--- config.mk ---
export PLATFORM = sky130hd
export DESIGN_NAME = moore_0101
export DESIGN_NICKNAME = d
export VERILOG_FILES = /design/src/rtl/moore_0101_pkg.sv /design/src/rtl/moore_0101.sv
export SDC_FILE = /design/constraint.sdc
export NUM_CORES = 1
export LEC_CHECK = 0
export ABC_AREA = 1
export BUFFER_PORTS_ARGS = -buffer_cell sky130_fd_sc_hd__clkbuf_2
export CAP_MARGIN = 30
export CORE_AREA = 2 2 39 41
export CTS_CLUSTER_DIAMETER = 120
export DETAILED_ROUTE_END_ITERATION = 8
export DIE_AREA = 0 0 41 43
export GPL_ROUTABILITY_DRIVEN = 0
export PLACE_DENSITY_LB_ADDON = 0.3
export SETUP_SLACK_MARGIN = 0.3
export SYNTH_ARGS = -nofsm -noshare
export SYNTH_HDL_FRONTEND = slang
export SYNTH_SLANG_ARGS = --single-unit
export TNS_END_PERCENT = 1
--- constraint.sdc ---
create_clock -name clk -period 0.8 [get_ports clk]
set_input_delay 0.04 -clock clk [delete_from_list [all_inputs] [get_ports clk]]
set_output_delay 0.04 -clock clk [all_outputs]
set_load 0.02 [all_outputs]
--- src/rtl/moore_0101_pkg.sv ---
// -----------------------------------------------------------------------------
// moore_0101_pkg
//   State type and encodings for the 0-1-0-1 serial pattern detector.
//   Each state stands for the length of the pattern prefix matched so far.
//   The values are fixed at 0..4 inside a 3-bit register. Codes 5..7 are unused.
// -----------------------------------------------------------------------------
package moore_0101_pkg;

   localparam int STATE_W = 3;

   typedef enum logic [STATE_W-1:0] {
      IDLE  = 3'd0,   // nothing matched
      S0    = 3'd1,   // "0"
      S01   = 3'd2,   // "01"
      S010  = 3'd3,   // "010"
      S0101 = 3'd4    // "0101" -- pattern complete, y asserted
   } state_t;

endpackage : moore_0101_pkg

--- src/rtl/moore_0101.sv ---
// -----------------------------------------------------------------------------
// moore_0101
//   Moore FSM that detects the serial sequence 0-1-0-1 on x.
//   Overlapping occurrences are detected: after a match, the trailing "01" is
//   reused, so "010101" produces two detections.
//
// Ports (positional order y, x, clk, reset):
//   y     out  1  high while the FSM is in S0101 (pattern just completed)
//   x     in   1  serial data bit, sampled on the rising edge of clk
//   clk   in   1  rising-edge clock
//   reset in   1  asynchronous active-low reset (0 = reset, state -> IDLE)
// -----------------------------------------------------------------------------
module moore_0101
   import moore_0101_pkg::*;
(
   output logic y,
   input  logic x,
   input  logic clk,
   input  logic reset
);

   state_t state_reg;
   state_t state_next;

   // State register; clears asynchronously and holds IDLE while reset is low.
   always_ff @(posedge clk or negedge reset) begin
      if (!reset) begin
         state_reg <= IDLE;
      end else begin
         state_reg <= state_next;
      end
   end

   // Next-state and output logic. y is decoded from the state alone, so there
   // is no combinational path from x to y.
   always_comb begin
      state_next = IDLE;
      y          = 1'b0;
      case (state_reg)
         IDLE:    state_next = x ? IDLE  : S0;
         S0:      state_next = x ? S01   : S0;
         S01:     state_next = x ? IDLE  : S010;
         S010:    state_next = x ? S0101 : S0;
         S0101: begin
            y          = 1'b1;
            // On x=0 the "010" at the tail of the match is reused for overlap.
            state_next = x ? IDLE : S010;
         end
         // Codes 5..7 are unused. They fall back to IDLE with y low.
         default: state_next = IDLE;
      endcase
   end

endmodule : moore_0101

==> impl_metrics.json, run 1 <==
{
  "nets": 34,
  "yosys.area_share.adder_pct": 0,
  "synth_top_area_share_pct": 54.1,
  "drt_iter0_drc": 9,
  "syn_avg_cell_area_sq_um": 7.72,
  "worstHoldPathCells": 2,
  "path_class": "reg2out",
  "finalMaxSlewViolations": 0,
  "cts_tree": "built",
  "whs_ns": -0.0197,
  "drive_gt1_share_pct": 56.7,
  "drtPass1Iterations": 2,
  "setup_viol": 2,
  "final_common_cell": "buf_4",
  "start_util_pct": 10.0,
  "tightest_slew_ns": 0.148,
  "synth_simple_gate_area_share_pct": 27.9,
  "portBuffers": 3,
  "io_pins": 4,
  "cp_cell_sequence": "inv_2, nand2_4, nor2_4, buf_8",
  "critPathMaxStageDelay_ns": 0.38,
  "cts_buffers": 3,
  "outcome": "finished with violations",
  "cp_slowest_cell": "dfrtp_1",
  "grt_pass1_vias": 155,
  "synthCells": 18,
  "clk_path_buf_depth": 2,
  "grt_pass1_wl_um": 552,
  "syn_nets": 21,
  "r2r_cells": 5,
  "die_y_um": 43,
  "vias": 143,
  "timing.final.crit_share_pct": 123,
  "drc_errors": 0,
  "reg2reg_from": "state_reg[0]",
  "cp_data_arrival_time_ns": 0.94,
  "finalClockSkew_ns": 0.000257,
  "htreeDepth": 1,
  "syn_to_final_growth_pct": 94.6,
  "leakage_nw": 0.135,
  "critPathRequiredTime_ns": 0.76,
  "antenna_found_initial": 0,
  "rr_endpoint": "state_reg[1]",
  "cap_violations": 0,
  "detail_route.wl_per_cell_um": 7.30,
  "relSlewSlack_pct": 90.1,
  "yosys.area.top_type": "dfrtp_1",
  "end_kind": "output port",
  "synth_top_family_by_area": "simple AND/OR/NAND/NOR gates",
  "yosys_warnings": 0,
  "synth_compound_gate_area_share_pct": 7.21,
  "p_total_w": 0.000559,
  "syn_area_sq_um": 139,
  "finalWorstSetupSlack_ns": -0.185,
  "synth_cell_types": 9,
  "clk_latency_ns": 0.23,
  "wl_um": 336,
  "grt.overflow.total": 0,
  "holdBufCountCts": 1,
  "diodes": 0,
  "cts_root_buf": "clkbuf_4",
  "die_w_um": 41,
  "worstSetupStartpointType": "flip-flop",
  "failed_checks": "hold timing, setup timing",
  "clkTransAtPathRegs_ns": 0.03,
  "hold_end": "state_reg[0]",
  "timing.setup.tns_ns": -0.322,
  "muxShareOfSynthArea_pct": 0,
  "cp_max_fo": 2,
  "synth_area_leaders": "dfrtp_1, nand2_1, inv_1",
  "rrSetupSlack_ns": -0.14,
  "core-area_sq_um": 1380,
  "power.density_nw_per_um2": 2070,
  "die_area_sq_um": 1760,
  "mostFrequentLayoutCells": "buf_4, inv_2, nand2_1, clkbuf_4, dfrtp_1",
  "num_rows": 14,
  "clock-sinks": 3,
  "irDropWorstVdd_mv": 0.477,
  "dp.final_hpwl_um": 235,
  "final_hold_viol_count": 1,
  "max_freq_mhz": 1020,
  "hp-start": "x",
  "ys_ff_latch": 3,
  "period_minus_slack_ns": 0.985,
  "hold_path.class": "in2reg",
  "postRouteAntennaNets": 0,
  "grt_max_degree": 5,
  "largest_reg_flops": 3,
  "grt_setup_unrepaired": "yes",
  "grt_use_total_pct": 5.44,
  "viasPerCell": 3.11,
  "seq_area_frac_synth_pct": 54.1,
  "synth_xor_area_share_pct": 0
}
[cells in the mapped netlist]
master	instances
nor2_1	2
inv_2	1
a21oi_1	2
nor3_1	1
nand2_1	4
dfrtp_1	3
nand3_1	1
nand2_2	1
inv_1	3
[routing by layer]
layer	vias to the layer above	wire length [um]	GRT usage, %
met2	4	165	6.25
met5	-	0	0
li1	77	-	-
met1	62	151	6.17
met3	0	19	1.57
met4	0	0	8.00
[worst max-delay path by stage]
stage / cells after the start / endpoint / slack, ns / from
floorplan: 4 / state_reg[1] / 0.06 / state_reg[2]
global placement: 4 / y / -0.04 / state_reg[0]
detailed placement: 4 / y / -0.05 / state_reg[0]
CTS: 4 / y / -0.21 / state_reg[0]
global route: 4 / y / -0.25 / state_reg[0]
finish: 4 / y / -0.18 / state_reg[0]
[report_power, final]
| part | switching (W) | internal [W] |
|---|---|---|
| Sequential | 0.00000788 | 0.000168 |
| Combinational | 0.0000641 | 0.0000584 |
| Clock | 0.0000737 | 0.000187 |
[stage by stage]
step	setup slack (ns)	instances	area, sq um	utilization [%]
global placement	-0.0445	40	204	14.7
floorplan	0.0590	18	146	-
CTS	-0.208	46	269	19.4
finish	-0.185	46	270	19.5
global route	-0.250	46	270	19.5
detailed placement	-0.0523	40	204	14.7
[final cells by class]
class / instances / area (sq um)
clock buffer: 4 / 26.3
fill: 154 / 1110
tap: 16 / 20.0
inverter: 4 / 15.0
multi-input combinational: 11 / 68.8
sequential: 3 / 75.1
timing repair buffer: 8 / 65.1
[worst max-delay path, delay by kind of cell, from the launching register on]
kind	cells	cell delay, ns
flops	1	0.38
buf+inv	2	0.19
simple gates	2	0.14
[cell families after synthesis]
group	count (synthesis)
buf+inv	4
simple gates	9
flops	3
compound gates	2
[repair_timing]
| action | CTS | global route |
|---|---|---|
| buffers inserted | 1 | 0 |
| pin swaps | 0 | 0 |
| endpoints found under the hold margin | 4 | 1 |
| gates resized for setup | 7 | 1 |
| endpoints found under the setup margin | 4 | 4 |
No activity file was read; power rests on OpenSTA's default activity.
==> run 2: changes to the inputs <==
--- a/config.mk
+++ b/config.mk
@@ -6,14 +6,15 @@
 export NUM_CORES = 1
 export LEC_CHECK = 0
 export ABC_AREA = 1
-export BUFFER_PORTS_ARGS = -buffer_cell sky130_fd_sc_hd__clkbuf_2
 export CAP_MARGIN = 30
 export CORE_AREA = 2 2 39 41
 export CTS_CLUSTER_DIAMETER = 120
 export DETAILED_ROUTE_END_ITERATION = 8
 export DIE_AREA = 0 0 41 43
+export DONT_BUFFER_PORTS = 1
 export GPL_ROUTABILITY_DRIVEN = 0
 export PLACE_DENSITY_LB_ADDON = 0.3
+export RECOVER_POWER = 100
 export SETUP_SLACK_MARGIN = 0.3
 export SYNTH_ARGS = -nofsm -noshare
 export SYNTH_HDL_FRONTEND = slang
==> impl_metrics.json, run 2 (synthesized netlist as in run 1, its figures left out) <==
{
  "outcome": "finished with violations",
  "failed_checks": "hold timing, setup timing",
  "finalWorstSetupSlack_ns": -0.134,
  "num_rows": 14,
  "drc_errors": 0,
  "final_hold_viol_count": 2,
  "worstSetupStartpointType": "flip-flop",
  "fin_area_sq_um": 241,
  "finalClockSkew_ns": 0.00289,
  "grt_pass1_vias": 143,
  "critPathRequiredTime_ns": 0.76,
  "met3_length_um": 42,
  "grt_max_degree": 5,
  "setup_viol": 3,
  "postRouteAntennaNets": 0,
  "period_minus_slack_ns": 0.934,
  "detail_route.wl_per_cell_um": 8.00,
  "vias": 140,
  "mostFrequentLayoutCells": "inv_2, nand2_1, clkbuf_4, buf_4, dfrtp_1",
  "largest_reg_flops": 3,
  "critPathLaunch": "state_reg[0]",
  "wl_um": 336,
  "hold_path.class": "in2reg",
  "core-area_sq_um": 1380,
  "timing.final.crit_share_pct": 117,
  "grt_use_total_pct": 5.54,
  "grt_setup_unrepaired": "yes",
  "whs_ns": -0.139,
  "rr_endpoint": "state_reg[1]",
  "holdBufCountCts": 1,
  "reg2reg_from": "state_reg[0]",
  "path_delay_family": "flip-flops",
  "cts_root_buf": "clkbuf_4",
  "syn_to_final_growth_pct": 73.9,
  "cp_data_arrival_time_ns": 0.89,
  "critPathMaxStageDelay_ns": 0.38,
  "r2r_cells": 5,
  "drive_gt1_share_pct": 53.8,
  "cp_cell_sequence": "inv_2, nand2_4, nor2_4",
  "cp_max_fo": 3,
  "path_class": "reg2out",
  "rrSetupSlack_ns": -0.05,
  "viasPerCell": 3.33,
  "drt-met1-wl_um": 154,
  "die_area_sq_um": 1760,
  "drtPass1Iterations": 2,
  "cp_num_buf_inv": 1,
  "wl_met2_um": 139,
  "dp.final_hpwl_um": 239,
  "cts_buffers": 3,
  "clk_latency_ns": 0.23,
  "leakage_nw": 0.115,
  "hp-start": "x",
  "nets": 30,
  "end_kind": "output port",
  "seqCellArea_sq_um": 75.1,
  "io_pins": 4,
  "htreeDepth": 1,
  "antenna_found_initial": 0,
  "postPlaceCellArea_sq_um": 166,
  "max_freq_mhz": 1070,
  "diodes": 0,
  "dp.cells": 34,
  "cts_tree": "built",
  "multi_input_area_sq_um": 72.6,
  "cap_violations": 0,
  "fill_cells": 157,
  "stdcell_count": 42,
  "cp_slowest_cell": "dfrtp_1",
  "grt.overflow.total": 0,
  "irDropWorstVdd_mv": 0.963,
  "grt_pass1_wl_um": 586,
  "clk_path_buf_depth": 2,
  "relSlewSlack_pct": 89.5,
  "worstHoldPathCells": 1,
  "die_w_um": 41,
  "p_total_w": 0.000559,
  "start_util_pct": 10.0,
  "drt_iter0_drc": 1,
  "tightest_slew_ns": 0.157,
  "clock-sinks": 3,
  "portBuffers": 0,
  "die_y_um": 43,
  "clkTransAtPathRegs_ns": 0.04,
  "power.density_nw_per_um2": 2310,
  "utilization_pct": 17.5,
  "highest_layer": "met3",
  "hold_end": "state_reg[0]",
  "finalMaxSlewViolations": 0
}
[run 2: changes by cell type in the layout (fill, tap and decap cells not counted), sizes merged]
cell and change:
clkbuf -2, buf -2
[run 2: area by class of cell]
class | instances | area share [%]
multi-input cells | 11 | 30.1
clock buffers | 4 | 10.9
repair buffers | 4 | 13.5
well taps | 16 | 8.29
inverters | 4 | 6.22
flip-flops and latches | 3 | 31.1
[run 2: how the worst max path moves through the flow]
stage               slack (ns)            to  cells past startpoint
finish                   -0.13             y                      3
global route             -0.19             y                      3
CTS                      -0.16             y                      3
detailed placement       -0.02  state_reg[1]                      5
global placement          0.04  state_reg[1]                      5
floorplan                 0.06  state_reg[1]                      4
[run 2: what timing repair did]
action	4_1_cts	5_1_grt
pin swaps	2	2
setup endpoints to repair	4	4
setup buffers	3	0
endpoints found under the hold margin	5	2
resized for setup	5	1
[run 2: stage by stage]
| stage | setup WS [ns] | setup TNS [ns] |
|---|---|---|
| after global placement | 0.0355 | 0 |
| after global routing | -0.187 | -0.351 |
| after detailed placement | -0.0208 | -0.0208 |
| after CTS | -0.164 | -0.235 |
| after floorplan | 0.0590 | 0 |
| final | -0.134 | -0.204 |
[run 2: routing by layer]
metal  track usage, %  up-vias
met5                0        -
met4             2.00        0
met3             7.33        0
met2             5.94        6
met1             6.17       61
li1                 -       73
[run 2: where the power goes]
part	leakage [nW]	switching, W	total [W]	internal, W
clock network	0.0150	0.0000796	0.000267	0.000187
registers	0.0379	0.00000838	0.000176	0.000168
logic	0.0620	0.0000636	0.000116	0.0000521
==> run 3: changes to the inputs <==
--- a/config.mk
+++ b/config.mk
@@ -7,6 +7,8 @@
 export LEC_CHECK = 0
 export ABC_AREA = 1
 export CAP_MARGIN = 30
+export CELL_PAD_IN_SITES_DETAIL_PLACEMENT = 1
+export CELL_PAD_IN_SITES_GLOBAL_PLACEMENT = 1
 export CORE_AREA = 2 2 39 41
 export CTS_CLUSTER_DIAMETER = 120
 export DETAILED_ROUTE_END_ITERATION = 8
==> impl_metrics.json, run 3 (synthesized netlist as in run 1, its figures left out) <==
{
  "viasPerCell": 3.39,
  "fill_cells": 174,
  "grt.overflow.total": 0,
  "cp_cell_sequence": "inv_2, buf_6, nor2_4",
  "cap_violations": 0,
  "stdcell_count": 46,
  "power.density_nw_per_um2": 2120,
  "pre_cts_ws_ns": -0.0541,
  "p_total_w": 0.000575,
  "clkPwrFrac_pct": 46.4,
  "irDropWorstVdd_mv": 0.677,
  "wl_met2_um": 254,
  "clk_latency_ns": 0.23,
  "cts_tree": "built",
  "failed_checks": "hold timing, setup timing",
  "internal_power_w": 0.000419,
  "power_switching_w": 0.000156,
  "drtPass1Iterations": 2,
  "swShare_pct": 27.1,
  "leakage_nw": 0.136,
  "num_rows": 14,
  "max_freq_mhz": 1060,
  "final_common_cell": "buf_4",
  "seqCellArea_sq_um": 75.1,
  "cp_slowest_cell": "dfrtp_1",
  "core-area_sq_um": 1380,
  "tightest_slew_ns": 0.167,
  "holdBufCountCts": 1,
  "multi_input_area_sq_um": 68.8,
  "die_area_sq_um": 1760,
  "postRouteAntennaNets": 0,
  "drive_gt1_share_pct": 56.7,
  "cp_data_arrival_time_ns": 0.90,
  "finalClockSkew_ns": 0.000609,
  "die_w_um": 41,
  "utilization_pct": 19.6,
  "finalWorstSetupSlack_ns": -0.140,
  "setup_viol": 4,
  "pwr-share-seq_pct": 30.7,
  "mostFrequentLayoutCells": "buf_4, inv_2, nand2_1, clkbuf_4, dfrtp_1",
  "vias": 156,
  "critPathRequiredTime_ns": 0.76,
  "critPathMaxStageDelay_ns": 0.35,
  "drt-met1-wl_um": 160,
  "wl_um": 437,
  "timing.final.crit_share_pct": 118,
  "grt_max_degree": 4,
  "drt_iter0_drc": 3,
  "syn_to_final_growth_pct": 95.5,
  "io_pins": 4,
  "final_hold_viol_count": 1,
  "outcome": "finished with violations",
  "nets": 34,
  "cp_max_fo": 2,
  "grt_pass1_vias": 190,
  "highest_layer": "met3",
  "clock-sinks": 3,
  "clk_path_buf_depth": 2,
  "grt_pass1_wl_um": 765,
  "cts_root_buf": "clkbuf_4",
  "hold_path.class": "in2reg",
  "worstSetupStartpointType": "flip-flop",
  "end_kind": "output port",
  "die_y_um": 43,
  "finalMaxSlewViolations": 0,
  "grt_setup_unrepaired": "yes",
  "path_class": "reg2out",
  "period_minus_slack_ns": 0.940,
  "clkTransAtPathRegs_ns": 0.04,
  "combPwrFrac_pct": 22.9,
  "dp.final_hpwl_um": 243,
  "grt_use_total_pct": 7.45,
  "cts_buffers": 3,
  "dp.cells": 35,
  "detail_route.wl_per_cell_um": 9.50,
  "start_util_pct": 10.0,
  "portBuffers": 0,
  "htreeDepth": 1,
  "met3_length_um": 22,
  "diodes": 0,
  "whs_ns": -0.123,
  "drc_errors": 0,
  "antenna_found_initial": 0,
  "relSlewSlack_pct": 88.8,
  "largest_reg_flops": 3
}
## run 3: changes by cell type in the layout (fill, tap and decap cells not counted)
| cell | previous run | this run |
|---|---|---|
| a21oi_2 | 1 | 0 |
| a21oi_1 | 1 | 2 |
| buf_6 | 0 | 1 |
| buf_4 | 3 | 6 |
## run 3: worst max-delay path, delay by kind of cell (launching register included)
kind          cells  cell delay, ns
flops             1            0.35
buf+inv           2            0.16
simple gates      1            0.16
## run 3: final timing paths
path | startpoint | end | slack [ns] | depth (start not counted)
worst max register to register | state_reg[2] | state_reg[1] | -0.08 | 6
min in group asynchronous | reset | state_reg[2] | 0.05 | 1
max in group asynchronous | reset | state_reg[0] | 0.61 | 1
worst min register to register | state_reg[1] | state_reg[0] | 0.57 | 3
worst min-delay path | x | state_reg[0] | -0.12 | 1
worst max-delay path | state_reg[2] | y | -0.14 | 3
## run 3: power groups by stage
stage	clock [W]	combinational (W)	sequential [W]
after detailed placement	0	0.0000678	0.000177
after global placement	0	0.0000628	0.000176
after floorplan	0	0.0000524	0.000175
after global routing	0.000315	0.000146	0.000178
after CTS	0.000286	0.000121	0.000177
final	0.000267	0.000132	0.000177
## run 3: area by class of cell
type / instances / share of cell area (%)
repair buffers: 8 / 24.4
well taps: 16 / 7.37
clock buffers: 4 / 9.68
flip-flops and latches: 3 / 27.6
inverters: 4 / 5.53
multi-input cells: 11 / 25.3
## run 3: repair_timing
action	CTS	global route
setup buffers	5	1
setup endpoints to repair	4	4
endpoints found under the hold margin	5	2
pin swaps	1	1
gates resized for setup	5	1
## run 3: stage by stage
stage | TNS, ns | hold slack, ns | area (sq um)
final | -0.330 | -0.123 | 272
after global routing | -0.594 | -0.138 | 272
after CTS | -0.259 | -0.132 | 260
after detailed placement | -0.0541 | -0.256 | 174
after global placement | 0 | -0.256 | 174
after floorplan | 0 | -0.256 | 146
## run 3: layer usage
metal  global-route usage (%)  vias up
met2                     10.0        4
met3                     3.14        0
met1                     6.82       74
met4                     10.0        0
met5                        0        -
li1                         -       78
